File: src/rtl/word_demux_buf.sv
// word_demux_buf
//   Steers a single 64-bit word stream to one of two consumers, picked per word by
//   i_in_sel. Each destination owns a DEPTH-entry FIFO, so a stalled consumer only
//   blocks words headed for its own queue.
//
// Ports
//   i_clk                 clock, all state updates on the rising edge
//   i_reset               synchronous active-high reset
//   i_flush               synchronous clear of both queues (reset has priority)
//   i_in_valid/o_in_ready producer handshake; i_in_sel picks the queue, i_in_data payload
//   o_outN_valid          queue N non-empty
//   i_outN_ready          consumer N pops the head when valid & ready
//   o_outN_data           head of queue N (first-word-fall-through), '0 when empty
//   o_countN              occupancy of queue N
module word_demux_buf #(
    parameter int unsigned DEPTH = 2
) (
    input  logic                    i_clk,
    input  logic                    i_reset,
    input  logic                    i_flush,
    input  logic                    i_in_valid,
    output logic                    o_in_ready,
    input  logic                    i_in_sel,
    input  logic [63:0]             i_in_data,
    output logic                    o_out0_valid,
    input  logic                    i_out0_ready,
    output logic [63:0]             o_out0_data,
    output logic                    o_out1_valid,
    input  logic                    i_out1_ready,
    output logic [63:0]             o_out1_data,
    output logic [$clog2(DEPTH):0]  o_count0,
    output logic [$clog2(DEPTH):0]  o_count1
);

    localparam int unsigned AW = $clog2(DEPTH);
    localparam int unsigned CW = AW + 1;
    localparam logic [CW-1:0] FULL = CW'(DEPTH);

    logic [63:0]   r_mem    [2][DEPTH];
    logic [AW-1:0] r_rd_ptr [2];
    logic [AW-1:0] r_wr_ptr [2];
    logic [CW-1:0] r_count  [2];

    logic       w_clear;
    logic       w_accept;
    logic [1:0] w_out_ready;
    logic [1:0] w_out_valid;
    logic [1:0] w_pop;
    logic [1:0] w_push;
    logic [1:0] w_room;

    always_comb begin
        w_clear     = i_reset | i_flush;
        w_out_ready = {i_out1_ready, i_out0_ready};
        w_out_valid = '0;
        w_pop       = '0;
        w_room      = '0;
        for (int q = 0; q < 2; q++) begin
            w_out_valid[q] = (r_count[q] != '0);
            // A pop in a reset/flush cycle is discarded.
            w_pop[q]       = w_out_valid[q] & w_out_ready[q] & ~w_clear;
            // A full queue still has room when its head leaves this cycle.
            w_room[q]      = (r_count[q] < FULL) | w_pop[q];
        end
        o_in_ready       = ~w_clear & w_room[i_in_sel];
        w_accept         = i_in_valid & o_in_ready;
        w_push           = '0;
        w_push[i_in_sel] = w_accept;
    end

    // Pointers and occupancy. Pointer wrap is free because DEPTH is a power of two.
    always_ff @(posedge i_clk) begin
        for (int q = 0; q < 2; q++) begin
            if (w_clear) begin
                r_rd_ptr[q] <= '0;
                r_wr_ptr[q] <= '0;
                r_count[q]  <= '0;
            end else begin
                if (w_push[q]) begin
                    r_wr_ptr[q] <= r_wr_ptr[q] + 1'b1;
                end
                if (w_pop[q]) begin
                    r_rd_ptr[q] <= r_rd_ptr[q] + 1'b1;
                end
                unique case ({w_push[q], w_pop[q]})
                    2'b10:   r_count[q] <= r_count[q] + 1'b1;
                    2'b01:   r_count[q] <= r_count[q] - 1'b1;
                    default: r_count[q] <= r_count[q];
                endcase
            end
        end
    end

    // Storage needs no reset: reads are masked by the valid flag.
    always_ff @(posedge i_clk) begin
        for (int q = 0; q < 2; q++) begin
            if (w_push[q]) begin
                r_mem[q][r_wr_ptr[q]] <= i_in_data;
            end
        end
    end

    always_comb begin
        o_out0_valid = w_out_valid[0];
        o_out1_valid = w_out_valid[1];
        o_out0_data  = w_out_valid[0] ? r_mem[0][r_rd_ptr[0]] : '0;
        o_out1_data  = w_out_valid[1] ? r_mem[1][r_rd_ptr[1]] : '0;
        o_count0     = r_count[0];
        o_count1     = r_count[1];
    end

    a_count0_bound : assert property (@(posedge i_clk) disable iff (i_reset)
        r_count[0] <= FULL);
    a_count1_bound : assert property (@(posedge i_clk) disable iff (i_reset)
        r_count[1] <= FULL);

endmodule

File: config.mk
export PLATFORM = sky130hd
export DESIGN_NAME = word_demux_buf
export DESIGN_NICKNAME = d
export VERILOG_FILES = /design/src/rtl/word_demux_buf.sv
export SDC_FILE = /design/constraint.sdc
export NUM_CORES = 1
export LEC_CHECK = 0
export ABC_AREA = 1
export CORE_MARGIN = 1.5
export CORE_UTILIZATION = 57
export CTS_BUF_LIST = sky130_fd_sc_hd__clkbuf_8
export CTS_CLUSTER_SIZE = 12
export DETAILED_ROUTE_END_ITERATION = 6
export PLACE_DENSITY = 0.87
export SYNTH_ARGS = -nofsm -noshare
export SYNTH_HDL_FRONTEND = slang
export SYNTH_SLANG_ARGS = --single-unit
File: constraint.sdc
create_clock -name i_clk -period 15.95 [get_ports i_clk]
set_clock_uncertainty 0.15 [all_clocks]
set_input_delay 4.785 -clock i_clk [delete_from_list [all_inputs] [get_ports i_clk]]
set_output_delay 4.785 -clock i_clk [all_outputs]
set_load 0.01 [all_outputs]
==> metrics.md <==
| Metric | Value |
|---|---|
| Slew headroom | 27.3% |
| Initial antenna violation count | 1 |
| First-pass GRT wire length | 35,000 um |
| I/O Buffers | 205 |
| Via-to-Cell Ratio | 5.46 |
| Final Max Slew Viols | 0 |
| Reg clk slew, reported paths | 60 ps |
| Largest cells by area after synthesis | edfxtp_1 (78%), nor2_1 (5.2%), nand2_1 (5.0%) |
| Area share of the largest cell type after synthesis | 78.4% |
| Gr usage total | 25.3% |
| Row cnt | 48 |
| Post-route insts no fill | 1,214 |
| Post-CTS Setup Inserts | 0 |
| Util after Layout | 75.2% |
| Largest net degree at the start of global routing | 67 |
| Clk Latency, worst-skew pair | 520 ps |
| WL/cell | 19.1 um |
| Pwr/cell area | 112 nW/um^2 |
| Largest stage delay, worst path | 530 ps |
| Startpoint types | primary input |
| Post-route cell area | 13,000 sq um |
| Die Y | 136 um |
| Worst slew pin tran | 1090 ps |
| Hold Path Class | reg2reg |
| Core area | 17,300 sq um |
| Critical path buffers and inverters | 2 |
| I/O pins | 206 |
| Initial drt markers | 421 |
| Peak Freq | 89.0 MHz |
| Synth Warn # | 0 |
| Sum Neg Setup Slack | 0 ps |
| Fin. Hold Viols | 0 |
| Synth unique cells | 24 |
| CTS Buffer Depth | 3 |
| Placed Cells | 1,141 |
| Crit Path Max Fanout | 13 |
| DP Area | 12,300 sq um |
| Crit-path leading delay family | buffers and inverters |
| HPWL Detailed | 13,300 um |
| Critical-path cell list | clkdlybuf4s50_1, nor2_4, and3_1, clkdlybuf4s50_1 |
| Clk root buf | clkbuf_8 |
| Post-route DRC | 0 |
| Final period utilization | 70.5% |
| Mapped Area | 10,100 sq um |
| RSZ-0062 raised after global routing | no |
| Vias in the first global route | 6,724 |
| Kind of end point of the critical path | output port |
| Grt ovf | 0 |
| Fin nets | 1,034 |
| Post-synthesis sequential area ratio | 78.4% |
| Final RePlAce weighted congestion | 0.795 |
| Initial Util | 58.4% |
| Die footprint | 18,500 sq um |
| # setup viols final | 0 |
| Crit path DAT | 6300 ps |
| TritonCTS clock tree | done |
| Pre-CTS WS | 4720 ps |
| Routed Antenna Nets | 0 |
| Post-Syn Area per Cell | 13.6 sq um |
| CTS H-Tree Depth | 2 |
| TritonCTS Sinks | 264 |
| Syn Inst Count | 744 |
| Yosys reg bits | 264 |
| Max_cap viols | 0 |
| Required time worst endpoint | 11,020 ps |
| Final worst path period need | 11,240 ps |
| WS Path Type | in2out |
| Post-CTS Resized | 0 |
| Num CTS Buffers | 41 |
| Die Span X | 136 um |
| Layout cells sized above 1 | 7.79% |
| Net count after synthesis | 819 |
| Vias post-DR | 6,634 |
| CP max-delay cell | clkdlybuf4s50_1 |
| Outcome | completed |
| Cell mode on critical path | clkdlybuf4s50_1 |
| Leading area contributor after synthesis | edfxtp_1 |
| Post-CTS Hold Buffers | 0 |
| Pre-antenna DRT Iters | 6 |
| Final worst slack | 4710 ps |
| Total Routed Length | 23,200 um |
| Max IR drop VDD | 0.000101 V |
| Leakage Power | 0.00456 uW |
| Syn-to-layout area delta | 28.7% |
==> worst register-to-register path: cells and delay by family (launching register included) <==
kind                     cells  cell delay, ps
adder cells (fa/ha/maj)      1             210
AND/OR/NAND/NOR              5            1140
buffers and inverters        2             730
flip-flops                   1             450
==> stage by stage <==
stage                     hold slack [ps]  power (uW)
after floorplan                       403         863
after global placement                449         955
after detailed placement              484         959
after CTS                             497        1460
after global routing                  520        1510
final                                 509        1460
==> area by class of cell <==
| class | instances | area [sq um] |
|---|---|---|
| Antenna cell | 1 | 2.50 |
| Clock buffer | 43 | 592 |
| Clock inverter | 29 | 154 |
| Fill cell | 1067 | 4280 |
| Inverter | 16 | 62.6 |
| Multi-Input combinational cell | 423 | 1880 |
| Sequential cell | 264 | 7930 |
| Tap cell | 225 | 282 |
| Timing Repair Buffer | 213 | 2110 |
==> cell usage after synthesis <==
master / number
inv_1: 12
a211oi_2: 1
buf_6: 6
and3_1: 1
buf_2: 13
nand2_4: 1
edfxtp_1: 264
ha_1: 4
o21ai_1: 1
nand4_1: 1
inv_2: 3
nor2_4: 1
nand4_4: 1
clkbuf_1: 4
nor2_1: 140
nand2_2: 1
nor3_1: 1
clkbuf_2: 3
nand2_1: 135
o21ai_0: 66
inv_4: 1
nand3_1: 3
buf_4: 15
a21oi_1: 66
==> power breakdown <==
group / internal, uW / total, uW / switching [uW]
clock network: 267 / 512 / 245
logic: 76.3 / 166 / 90.0
registers: 774 / 778 / 4.58
==> per-layer routing <==
metal | GRT usage [%] | wire [um] | vias up
li1 | - | - | 3061
met1 | 30.4 | 9110 | 3265
met2 | 44.0 | 12000 | 263
met3 | 5.78 | 1530 | 45
met4 | 10.3 | 623 | 0
met5 | 0 | 0 | -
==> final timing paths <==
| path | cells past startpoint | slack [ps] | start | to |
|---|---|---|---|---|
| worst max-delay path | 4 | 4710 | i_flush | o_in_ready |
| worst min-delay path | 1 | 510 | r_wr_ptr[1]$_SDFFCE_PN0P_ | r_wr_ptr[1]$_SDFFCE_PN0P_ |
| worst max register to register | 8 | 12850 | r_count[0][1]$_DFFE_PP_ | r_mem[0][39]$_DFFE_PP_ |
| worst min register to register | 1 | 510 | r_wr_ptr[1]$_SDFFCE_PN0P_ | r_wr_ptr[1]$_SDFFCE_PN0P_ |
==> sequential cells by signal, indices dropped and copies added (netlist names) <==
register  flops
r_mem       256
r_count       4
r_rd_ptr      2
r_wr_ptr      2
==> logic make-up (layout without fill, tap and decap cells) <==
logic type	Yosys count	in the layout	share of synthesized area [%]
compound gates	134	134	6.71
fa+ha+maj	4	4	0.495
buf+inv	57	301	3.34
flops	264	264	78.4
other cells	0	1	0
simple gates	285	285	11.0
==> cells in the final DEF, fill, tap and decap left out <==
master             n
a211oi_2           1
buf_4              8
nand2_4            1
o21ai_0           66
nand4_1            1
nand3_1            3
nor3_1             1
clkinvlp_4         2
and3_1             1
clkinv_2           9
diode_2            1
clkbuf_8          43
clkinv_1           9
edfxtp_1         264
nand2_1          135
o21ai_1            1
nor2_4             6
nor2_1           135
a21oi_1           66
bufinv_16          1
nand4_4            1
ha_1               4
inv_4              1
inv_1             20
inv_2              3
clkdlybuf4s50_1  205
nand2_2            1
Power figures use the tool's default switching activity.
